## config.mk

```make
export PLATFORM = sky130hd
export DESIGN_NAME = frame_sequencer_flat
export DESIGN_NICKNAME = d
export VERILOG_FILES = /design/src/rtl/game_pkg.sv /design/src/rtl/frame_sequencer_if.sv /design/src/rtl/tick_divider.sv /design/src/rtl/frame_sequencer.sv /design/src/flat_wrapper.sv
export SDC_FILE = /design/constraint.sdc
export NUM_CORES = 1
export LEC_CHECK = 0
export CORE_MARGIN = 3
export CORE_UTILIZATION = 50
export DETAILED_ROUTE_END_ITERATION = 10
export GPL_TIMING_DRIVEN = 0
export PLACE_DENSITY = 0.76
export SYNTH_ARGS = -nofsm -noshare
export SYNTH_HDL_FRONTEND = slang
export SYNTH_HIERARCHICAL = 1
export SYNTH_SLANG_ARGS = --single-unit
```

## constraint.sdc

```tcl
create_clock -name clock -period 4.68 [get_ports clock]
set_input_delay 1.404 -clock clock [delete_from_list [all_inputs] [get_ports clock]]
set_output_delay 1.404 -clock clock [all_outputs]
set_load 0.01 [all_outputs]
```

## src/rtl/game_pkg.sv

```systemverilog
// Shared game-logic definitions: sequencer state encoding, stage indices and defaults.
package game_pkg;

  // Encoding doubles as the debug stage value: 0 in IDLE, 2*k+phase+1 otherwise.
  typedef enum logic [3:0] {
    IDLE  = 4'd0,
    C_REQ = 4'd1,
    C_REL = 4'd2,
    M_REQ = 4'd3,
    M_REL = 4'd4,
    S_REQ = 4'd5,
    S_REL = 4'd6,
    D_REQ = 4'd7,
    D_REL = 4'd8
  } state_e;

  localparam int unsigned STG_COLLIDE = 0;
  localparam int unsigned STG_MOVE    = 1;
  localparam int unsigned STG_SCROLL  = 2;
  localparam int unsigned STG_DRAW    = 3;

  localparam int unsigned FRAME_DIV_DEFAULT = 2;

  // Only meaningful for non-IDLE states.
  function automatic logic [1:0] stage_idx(state_e s);
    logic [3:0] v;
    v = s - 4'd1;
    return v[2:1];
  endfunction

  function automatic logic is_req(state_e s);
    return s[0];
  endfunction

endpackage

```

## src/rtl/frame_sequencer_if.sv

```systemverilog
// Enable/done handshake bundle between the frame sequencer and the four game-logic blocks.
interface frame_sequencer_if;
  logic collide_en;
  logic move_en;
  logic scroll_en;
  logic draw_en;
  logic collide_done;
  logic move_done;
  logic scroll_done;
  logic draw_done;

  modport master (
    output collide_en, move_en, scroll_en, draw_en,
    input  collide_done, move_done, scroll_done, draw_done
  );

  modport slave (
    input  collide_en, move_en, scroll_en, draw_en,
    output collide_done, move_done, scroll_done, draw_done
  );
endinterface

```

## src/rtl/tick_divider.sv

```systemverilog
// Counts frame ticks modulo FRAME_DIV; flags the tick that wraps the count to zero.
module tick_divider
  import game_pkg::*;
#(
  parameter int unsigned FRAME_DIV = FRAME_DIV_DEFAULT
) (
  input  logic clock,
  input  logic resetn,
  input  logic frame_tick,
  output logic qual_tick
);

  localparam logic [7:0] LAST = 8'(FRAME_DIV - 1);

  logic [7:0] cnt_q;

  assign qual_tick = frame_tick && (cnt_q == LAST);

  always_ff @(posedge clock or negedge resetn) begin
    if (!resetn) begin
      cnt_q <= '0;
    end else if (frame_tick) begin
      cnt_q <= qual_tick ? '0 : cnt_q + 8'd1;
    end
  end

endmodule

```

## src/rtl/frame_sequencer.sv

```systemverilog
// Per-frame scheduler running collide, move, scroll, draw via four-phase handshakes.
// Optional per-stage watchdog enabled by defining FRAME_SEQ_WATCHDOG_EN.
module frame_sequencer
  import game_pkg::*;
#(
  parameter int unsigned FRAME_DIV      = FRAME_DIV_DEFAULT,
  parameter int unsigned TIMEOUT_CYCLES = 4096,
  parameter int unsigned CNT_W          = 16
) (
  input  logic             clock,
  input  logic             resetn,
  input  logic             frame_tick,
  input  logic             pause,
  input  logic             overrun_clr,
  frame_sequencer_if.master hs,
  output logic             busy,
  output logic [3:0]       stage,
  output logic             overrun,
  output logic             timeout_err,
  output logic [CNT_W-1:0] frame_count
);

  logic       qual_tick;
  state_e     state_q, state_nxt, state_d;
  logic [3:0] done, en_d, en_q;
  logic       wd_fire, seq_done;

  tick_divider #(
    .FRAME_DIV(FRAME_DIV)
  ) u_tick_divider (
    .clock     (clock),
    .resetn    (resetn),
    .frame_tick(frame_tick),
    .qual_tick (qual_tick)
  );

  assign done[STG_COLLIDE] = hs.collide_done;
  assign done[STG_MOVE]    = hs.move_done;
  assign done[STG_SCROLL]  = hs.scroll_done;
  assign done[STG_DRAW]    = hs.draw_done;

  assign hs.collide_en = en_q[STG_COLLIDE];
  assign hs.move_en    = en_q[STG_MOVE];
  assign hs.scroll_en  = en_q[STG_SCROLL];
  assign hs.draw_en    = en_q[STG_DRAW];

  always_comb begin
    state_nxt = state_q;
    if (state_q == IDLE) begin
      if (qual_tick && !pause) state_nxt = C_REQ;
    end else if (is_req(state_q)) begin
      if (done[stage_idx(state_q)]) state_nxt = state_e'(state_q + 4'd1);
    end else if (!done[stage_idx(state_q)]) begin
      state_nxt = (state_q == D_REL) ? IDLE : state_e'(state_q + 4'd1);
    end
  end

  assign state_d  = wd_fire ? IDLE : state_nxt;
  assign seq_done = (state_q == D_REL) && (state_d == IDLE);

  always_comb begin
    en_d = '0;
    if (state_d != IDLE && is_req(state_d)) en_d[stage_idx(state_d)] = 1'b1;
  end

`ifdef FRAME_SEQ_WATCHDOG_EN
  localparam int unsigned WD_W = (TIMEOUT_CYCLES > 2) ? $clog2(TIMEOUT_CYCLES) : 1;

  logic [WD_W-1:0] wd_q;
  logic            timeout_q;

  // Fires only while stalled; a handshake completing on the limit cycle wins.
  assign wd_fire = (state_q != IDLE) && (state_nxt == state_q) &&
                   (wd_q == WD_W'(TIMEOUT_CYCLES - 1));
  assign timeout_err = timeout_q;

  always_ff @(posedge clock or negedge resetn) begin
    if (!resetn) begin
      wd_q      <= '0;
      timeout_q <= 1'b0;
    end else begin
      wd_q <= (state_d != state_q) ? '0 : wd_q + WD_W'(1);
      if (wd_fire) timeout_q <= 1'b1;
    end
  end
`else
  assign wd_fire     = 1'b0;
  assign timeout_err = 1'b0;
`endif

  always_ff @(posedge clock or negedge resetn) begin
    if (!resetn) begin
      state_q     <= IDLE;
      en_q        <= '0;
      busy        <= 1'b0;
      stage       <= '0;
      overrun     <= 1'b0;
      frame_count <= '0;
    end else begin
      state_q <= state_d;
      en_q    <= en_d;
      busy    <= (state_d != IDLE);
      stage   <= state_d;
      if (seq_done) frame_count <= frame_count + CNT_W'(1);
      if (qual_tick && state_q != IDLE) begin
        overrun <= 1'b1;
      end else if (overrun_clr) begin
        overrun <= 1'b0;
      end
    end
  end

endmodule

```

## src/flat_wrapper.sv

```systemverilog
// flat-port wrapper written by rule: the top's interface ports become plain ports
module frame_sequencer_flat import game_pkg::*;
#(
  parameter int unsigned FRAME_DIV      = FRAME_DIV_DEFAULT,
  parameter int unsigned TIMEOUT_CYCLES = 4096,
  parameter int unsigned CNT_W          = 16
)
  (clock, resetn, frame_tick, pause, overrun_clr, busy, stage, overrun, timeout_err, frame_count, hs_collide_en, hs_move_en, hs_scroll_en, hs_draw_en, hs_collide_done, hs_move_done, hs_scroll_done, hs_draw_done);
  frame_sequencer_if hs_i ();
  input  logic clock;
  input  logic resetn;
  input  logic frame_tick;
  input  logic pause;
  input  logic overrun_clr;
  output logic busy;
  output logic [3:0] stage;
  output logic overrun;
  output logic timeout_err;
  output logic [CNT_W-1:0] frame_count;
  output wire logic [$bits(hs_i.collide_en)-1:0] hs_collide_en;
  output wire logic [$bits(hs_i.move_en)-1:0] hs_move_en;
  output wire logic [$bits(hs_i.scroll_en)-1:0] hs_scroll_en;
  output wire logic [$bits(hs_i.draw_en)-1:0] hs_draw_en;
  input wire logic [$bits(hs_i.collide_done)-1:0] hs_collide_done;
  input wire logic [$bits(hs_i.move_done)-1:0] hs_move_done;
  input wire logic [$bits(hs_i.scroll_done)-1:0] hs_scroll_done;
  input wire logic [$bits(hs_i.draw_done)-1:0] hs_draw_done;
  assign hs_collide_en = hs_i.collide_en;
  assign hs_move_en = hs_i.move_en;
  assign hs_scroll_en = hs_i.scroll_en;
  assign hs_draw_en = hs_i.draw_en;
  assign hs_i.collide_done = hs_collide_done;
  assign hs_i.move_done = hs_move_done;
  assign hs_i.scroll_done = hs_scroll_done;
  assign hs_i.draw_done = hs_draw_done;
  frame_sequencer #(.FRAME_DIV(FRAME_DIV), .TIMEOUT_CYCLES(TIMEOUT_CYCLES), .CNT_W(CNT_W)) u_core (.clock(clock), .resetn(resetn), .frame_tick(frame_tick), .pause(pause), .overrun_clr(overrun_clr), .hs(hs_i), .busy(busy), .stage(stage), .overrun(overrun), .timeout_err(timeout_err), .frame_count(frame_count));
endmodule
```

**Yosys cells after proc, flatten, opt, wreduce, memory -nomap -nowiden**

Cells that the tools add are included.

- Bits in registers: 34
- Input port bits: 9
- Output and inout bits: 27
- Word-level logic and storage cells: 42

- Add/subtract/negate cells: 5
- $lt $le $gt $ge: 3
- Eq/ne operators: 2
- Mux-type cells: 14
- Reductions and logical operators: 12

Operator list:

| cell | count |
|---|---|
| 4-bit two-way mux | 7 |
| 16-bit by 1-bit adder with 16-bit output (second input constant) | 1 |
| 8-bit by 1-bit adder with 8-bit output (second input constant) | 1 |
| 8-bit by 1-bit equality test with 1-bit output (second input constant) | 1 |
| 4-bit zero test | 2 |
| 8-bit two-way mux | 1 |
| 4-bit nonzero test | 2 |
| 1-bit logical AND | 6 |
| 2-bit by 3-bit less-than comparator with 1-bit output (second input constant) | 2 |
| 3-bit by 1-bit subtractor with 3-bit output (second input constant) | 2 |
| 4-bit by 1-bit adder with 4-bit output (second input constant) | 1 |
| 4-bit equality test (second input constant) | 1 |
| 1-bit two-way mux | 4 |
| 1-bit binary-select mux with 2-bit select | 1 |
| 1-bit demux with 2-bit select | 1 |
| 2-bit by 1-bit greater-or-equal comparator with 1-bit output (second input constant) | 1 |
| 2-bit nonzero test | 1 |
| 1-bit zero test | 1 |

**Depth between registers and ports, before layout**

Gate-level depths: netlist of run 1.

- Depth in word-level cells: 12
- Depth in mapped cells: 15
- Depth with buffers taken out: 15

**Hierarchy**

The synthesis of run 1 kept the hierarchy.

By module, submodules not included:

| module | times used | cells an instance | area an instance (µm²) |
|---|---|---|---|
| frame_sequencer | 1 | 128 | 1432.6 |
| tick_divider | 1 | 37 | 409.1 |

**Worst setup path after synthesis of run 1**

No wires, ideal clock.

- Kind: input to register
- Start point: input hs_scroll_done
- End point: register u_core.frame_count[1]
- Setup time: 0.125 ns
- Arrival time: 3.557 ns
- Data required time: 4.555 ns
- Setup slack: 0.998 ns
- Stages: 10
- Buffers on the path: 1
- Cell sequence: mux4_2 buf_6 and2_0 o21ai_0 o21ai_0 o21ai_0 ha_1 nand2_1 nor3_1 mux2_2

- Cells in the longest elaborated chain, start to end: 7
- Elaborated cells on any way between the ends: 8
- Those cells by class: mux (6); reduce/logical (2)

Ends and longest elaborated chain:

| what | line | source |
|---|---|---|
| start: declaration | flat_wrapper.sv:26 | `input wire logic [$bits(hs_i.scroll_done)-1:0] hs_scroll_done;` |
| 1-bit binary-select mux with 2-bit select * | frame_sequencer.sv:52, frame_sequencer.sv:53 |  |
| 1-bit two-way mux (not written as such) * | frame_sequencer.sv:52, frame_sequencer.sv:53 |  |
| 4-bit two-way mux (on tied branches) | frame_sequencer.sv:53, frame_sequencer.sv:52 |  |
| 4-bit two-way mux * | frame_sequencer.sv:51 | `end else if (is_req(state_q)) begin` |
| 4-bit two-way mux * | frame_sequencer.sv:49 | `if (state_q == IDLE) begin` |
| 4-bit zero test * | frame_sequencer.sv:59 | `assign seq_done = (state_q == D_REL) && (state_d == IDLE);` |
| 1-bit logical AND * | frame_sequencer.sv:59 |  |
| end signal: assignment | frame_sequencer.sv:104 | `if (seq_done) frame_count <= frame_count + CNT_W'(1);` |
| end: declaration | frame_sequencer.sv:20 | `output logic [CNT_W-1:0] frame_count` |

Mark *: on every way between the ends. The rest lies on a longest branch, timed or not. The select of a mux whose other input is x is not followed.
A chain may end at the register's enable or synchronous reset.

**Worst setup path after layout of run 1**

- Start point: input hs_scroll_done
- End point: register u_core.frame_count[15]

Same word-level chain as after synthesis.

==> results.cfg, run 1 <==
[outcome]
status = complete, no violations

[synth]
ys_types = 40
yosysMostFrequentCell = dfrtp_1
yosys-top-cells-area = dfrtp_1 (46%), xnor2_1 (6.7%), ha_1 (4.8%), xor2_1 (4.8%), nor4_4 (3.5%)
synth_edf_count = 0
ys_warn_count = 6
synth_nets = 181
ys.flop_type = dfrtp_1
syn-mean-instance-area_um2 = 11.2
synth-seq-area-share_pct = 46.2
yosys_register_bits = 34
synthCells = 165
synth_area_um2 = 1840
ys_top_cells_by_count = dfrtp_1 (34), xnor2_1 (14), nand2_1 (13)
synth_top_cell_area_share_pct = 46.2
async_flop_share_pct = 100
yosysTopAreaCell = dfrtp_1

[place]
place_hpwl_mm = 2.75
pre_cts_ws_ns = 0.137
portBuffers = 33
gp_congestion = 0.800

[critical_path]
path_depth = 13
r2r_cells = 14
arrival_ns = 4.40
crit_chain = clkdlybuf4s50_1 -> mux4_2 -> buf_6 -> and2_0 -> o21ai_0 -> o21ai_0 -> o21ai_0 -> ha_1 -> nand2_1 -> nor4_4 -> and2b_2 -> nand4_1 -> xnor2_1
cp_top_family = simple AND/OR/NAND/NOR gates
worstPathRequired_ns = 4.84
crit_slowest_cell = mux4_2
crit_top_cell = o21ai_0
crit_type = primary input to flop
critical_path_buf_inv_count = 2
critPathMaxFanout = 9
end_kind = flop
crit_path_max_incr_delay_ns = 0.49
startpoint_type = primary input

[timing]
setup_viol = 0
rsz0062_at_grt = false
min_period_ns = 4.23
slew_viol_final = 0
fin_setup_tns_ns = 0
setup_slack_ns = 0.447
fmax_ghz = 0.236
fin_crit_sh_pct = 90.4
slew-limit-headroom_pct = 51.5
worstMarginPinSlew_ns = 0.727
finClkSkew_ns = 0.00387
hold_violations = 0

[die]
die_h_um = 66.7
start_util_pct = 53.5
dieArea_um2 = 4450
num_rows = 21
core_um2 = 3440
ioPinCount = 36
die_x_um = 66.7

[cts]
cts-root-buf = clkbuf_8
clk_latency_ns = 0.28
clockBufferDepth = 2
cts_setup_buffers = 0
path_clk_slew_ns = 0.06
cts_resized = 0
cts_sinks = 34
numCtsBuffers = 5
tritoncts = built
cts_hold_buffers = 0
cts_max_level = 2

[routing]
via_per_inst = 5.48
wl_per_cell_um = 14.5
drtPass1Iterations = 4
wl_mm = 3.67
ant_nets = 0
dr_total_vias = 1380
drt_iter0_markers = 87
route.detailed.drc = 0

[min_path]
hold_class = flop to flop
min_delay_path_depth = 1

[pwr]
powerDensity_nw_per_um2 = 610
irDropWorstVdd_uv = 440
p_leak_nw = 1.03

[job]
cap_violations = 0

[grt]
antenna_found_initial = 0
overflow = 0
grt_usage_pct = 18.6
grt_pass1_vias = 1399
grt_pass1_wl_mm = 6.24
grt_max_degree = 35

[layout]
num-fill-cells = 275
syn2layout_area_growth_pct = 25.7
drive_above_1_share_pct = 11.2
nNetsFinal = 221
antenna_cells = 0
metal layers:
layer	wire, um	part of all wire (%)	GRT usage (%)
met1	1580	43	22.5
met3	166	4.5	4.72
met4	51	1.4	8.12
met5	0	0	0
met2	1870	51	31.2
cell type report:
type                       instances  area (um2)  area share (%)
timing repair buffer              33         325            14.0
multi-input combinational        117         927            40.0
tap                               46        57.6            2.49
inverter                          10        37.5            1.62
clock buffer                       7        86.3            3.73
buffer                             4        26.3            1.13
sequential                        34         851            36.7
clock inverter                     1        5.00           0.216
registers in the layout, summed over array words and instances (netlist names):
name                         cells
u_core/overrun                   1
u_core/state_q                   4
u_core/busy                      1
u_core/u_tick_divider/cnt_q      8
u_core/frame_count              16
u_core/en_q                      4
cells in the final DEF, fill, tap and decap left out, types with 2 or more instances in the layout:
cell             instances
nand4b_1                 2
mux4_1                   2
clkbuf_8                 6
dfrtp_1                 34
and3_1                   4
o22ai_1                  2
o21ai_0                  6
nand2b_1                 3
ha_1                     7
nand2_1                 13
clkbuf_1                 3
nand4_1                  8
a21oi_1                  3
xnor2_1                 14
nand3_1                  5
xor2_1                  10
inv_1                   10
clkdlybuf4s50_1         32
nor2_1                  10
nor4_4                   3
nor3_1                   5
a41oi_2                  2
metrics by stage:
stage | hold slack (ns) | power [W] | area (um2) | utilization [%] | instances
after CTS | 0.484 | 0.00142 | 2320 | 67.3 | 252
after global routing | 0.501 | 0.00152 | 2320 | 67.3 | 252
after detailed placement | 0.474 | 0.00119 | 2220 | 64.6 | 244
after floorplan | 0.444 | 0.000980 | 1840 | - | 165
after global placement | 0.461 | 0.00116 | 2230 | 64.8 | 244
final | 0.479 | 0.00141 | 2320 | 67.3 | 252
final timing paths:
path	startpoint	endpoint	slack, ns
max in group asynchronous	resetn	u_core/en_q[1]	3.03
hold / removal	u_core/frame_count[15]	u_core/frame_count[15]	0.48
setup / recovery	hs_scroll_done	u_core/frame_count[15]	0.45
hold reg to reg	u_core/frame_count[15]	u_core/frame_count[15]	0.48
setup reg to reg	u_core/state_q[1]	u_core/frame_count[15]	0.99
min in group asynchronous	resetn	u_core/frame_count[1]	1.18
worst register-to-register path, stage by stage (launching register included):
cell and delay, ns:
dfrtp_1 0.43, inv_1 0.13, ha_1 0.41, mux4_2 0.54
buf_6 0.17, and2_0 0.15, o21ai_0 0.13, o21ai_0 0.12
o21ai_0 0.26, ha_1 0.36, nand2_1 0.16, nor4_4 0.18
and2b_2 0.26, nand4_1 0.12, xnor2_1 0.14
where the power goes:
part / switching [W] / internal, W / total, W
registers: 0.0000818 / 0.000360 / 0.000442
clock network: 0.000100 / 0.000119 / 0.000219
logic: 0.000411 / 0.000340 / 0.000751
cell families after synthesis:
group,Yosys count,share of synthesized area (%)
compound gates,18,7.34
xor+xnor,24,11.4
fa+ha+maj,7,4.76
buf+inv,14,3.47
flops,34,46.2
mux,5,5.50
other cells,1,0.204
simple gates,62,21.1
Note: power is estimated with default switching activity, not from simulation.
==> inputs of run 2 (changes only) <==
- ABC_AREA: unset -> 1
- PLACE_DENSITY: 0.76 -> 0.73
==> results.cfg, run 2 <==
[routing]
dr_total_vias = 2000
route.detailed.drc = 0
via_per_inst = 5.03
drtPass1Iterations = 4
wl_mm = 4.81
ant_nets = 0
drt_iter0_markers = 126
wl_per_cell_um = 12.1

[cts]
numCtsBuffers = 5
cts_hold_buffers = 0
cts-root-buf = clkbuf_8
cts_max_level = 2
clk_latency_ns = 0.28
cts_sinks = 34
path_clk_slew_ns = 0.07
tritoncts = built
clockBufferDepth = 2
cts_resized = 0
cts_setup_buffers = 0

[min_path]
worstHoldEndpoint = u_core/overrun
min_delay_path_depth = 2
hold_start = u_core/overrun
hold_class = flop to flop

[place]
dp_cells = 391
portBuffers = 34
place_hpwl_mm = 3.59
gp_congestion = 0.939
placed_area_um2 = 2660

[pwr]
combPwrFrac_pct = 62.6
design_power_total_w = 0.00169
internal_power_w = 0.000847
pwr-share-clk_pct = 11.8
irDropWorstVdd_uv = 288
seq_power_share_pct = 25.6
p_leak_nw = 1.40
p_switching_w = 0.000838
powerDensity_nw_per_um2 = 616
swShare_pct = 49.7

[synth]
ys.flop_type = dfrtp_1
synth_area_um2 = 2260
synth_edf_count = 0
ys_warn_count = 6
syn-mean-instance-area_um2 = 7.36
synth_top_cell_area_share_pct = 37.7
ys_types = 31
yosys_register_bits = 34
yosysMostFrequentCell = nand2_1
async_flop_share_pct = 100
synth-seq-area-share_pct = 37.7
yosys-top-cells-area = dfrtp_1 (38%), nand2_1 (16%), inv_1 (6.5%), nand3_1 (6.0%), nand4_1 (5.0%)
synthCells = 307
synth_nets = 323
yosysTopAreaCell = dfrtp_1
ys_top_cells_by_count = nand2_1 (95), inv_1 (39), dfrtp_1 (34), nand3_1 (27), nor2_1 (20)

[die]
core_um2 = 4170
die_h_um = 73.2
start_util_pct = 54.1
ioPinCount = 36
dieArea_um2 = 5360
die_x_um = 73.2
num_rows = 23

[layout]
layout_common_cells = nand2_1 (95), inv_1 (39), dfrtp_1 (34), clkdlybuf4s50_1 (33), nand3_1 (27)
drive_above_1_share_pct = 11.2
layout_commonest_cell = nand2_1
nNetsFinal = 364
reg.largest.list = u_core/frame_count x16, u_core/u_tick_divider/cnt_q x8
antenna_cells = 0
final_area_um2 = 2740
syn2layout_area_growth_pct = 21.1
largest_register_ffs = 16
fin_cells = 398
top_register = u_core/frame_count

[timing]
slew_viol_final = 0
hold_violations = 0
setup_viol = 0
hold_ws_ns = 0.520
finClkSkew_ns = 0.0107
min_period_ns = 3.50
slew-limit-headroom_pct = 50.1
rsz0062_at_grt = false
fin_crit_sh_pct = 74.8
worstMarginPinSlew_ns = 0.748
fin_setup_tns_ns = 0
fmax_ghz = 0.286

[job]
cap_violations = 0

[critical_path]
critPathMaxFanout = 10
r2r_cells = 20
end_kind = flop
startpoint_type = primary input
arrival_ns = 3.72
crit_type = primary input to flop
regToRegSetupSlack_ns = 1.38
reg2reg_to = u_core/frame_count[14]
worstPathRequired_ns = 4.90
r2r-start = u_core/state_q[0]

[grt]
grt_pass1_wl_mm = 8.54
grt_pass1_vias = 1944
overflow = 0
antenna_found_initial = 0
grt_usage_pct = 20.1
grt_max_degree = 35

[outcome]
status = complete, no violations
run 2: cell type report:
cell class              count  area, um2
plain buffers               9       61.3
repair buffers             34        335
inverters                  42        158
clock buffers               5       68.8
fillers                   383       1440
well taps                  50       62.6
flip-flops and latches     34        851
clock inverters             2       10.0
multi-input cells         222       1190
run 2: worst max path at each step:
stage	start	end	cells past startpoint
CTS	frame_tick	u_core/frame_count[5]	14
global placement	frame_tick	u_core/frame_count[4]	14
global route	frame_tick	u_core/frame_count[15]	14
floorplan	hs_collide_done	u_core/frame_count[0]	16
finish	frame_tick	u_core/frame_count[14]	14
detailed placement	frame_tick	u_core/frame_count[5]	14
run 2: cell families (layout without fill, tap and decap cells):
| group | after synthesis | count (layout) | synth area share [%] |
|---|---|---|---|
| and+or+nand+nor | 186 | 186 | 39.4 |
| buffers and inverters | 51 | 92 | 9.69 |
| other | 1 | 1 | 0.166 |
| AOI/OAI and AO/OA | 12 | 12 | 2.94 |
| adders and majority gates | 7 | 7 | 3.88 |
| xor gates and xnor gates | 16 | 16 | 6.20 |
| DFF | 34 | 34 | 37.7 |
run 2: power groups by stage:
stage	Clock, W	Combinational, W	Sequential (W)
finish	0.000198	0.00106	0.000431
global route	0.000220	0.00121	0.000442
CTS	0.000207	0.00106	0.000433
detailed placement	0	0.00106	0.000438
global placement	0	0.00102	0.000434
floorplan	0	0.000801	0.000437
run 2: per-stage QoR:
stage               setup WS [ns]  utilization (%)
floorplan                    1.64                -
global placement            0.915             63.8
detailed placement          0.908             63.7
CTS                          1.18             65.5
global route                0.941             65.5
finish                       1.18             65.5
run 2: per-layer routing:
metal | up-vias | GRT usage [%] | part of all wire [%]
met5 | - | 0 | 0
met4 | 0 | 6.15 | 0.87
met3 | 4 | 4.55 | 3.8
met2 | 45 | 32.6 | 47
met1 | 903 | 26.7 | 49
li1 | 1048 | - | -
run 2: worst max-delay path, stage by stage:
cell	delay, ns
clkdlybuf4s50_1	0.52
nand2_1	0.06
inv_1	0.05
nand2_1	0.07
nor2_4	0.16
a21oi_1	0.08
or2_2	0.27
nand2_1	0.09
ha_1	0.30
inv_1	0.16
nor2_4	0.22
buf_6	0.17
nand4_1	0.09
nand2_1	0.07
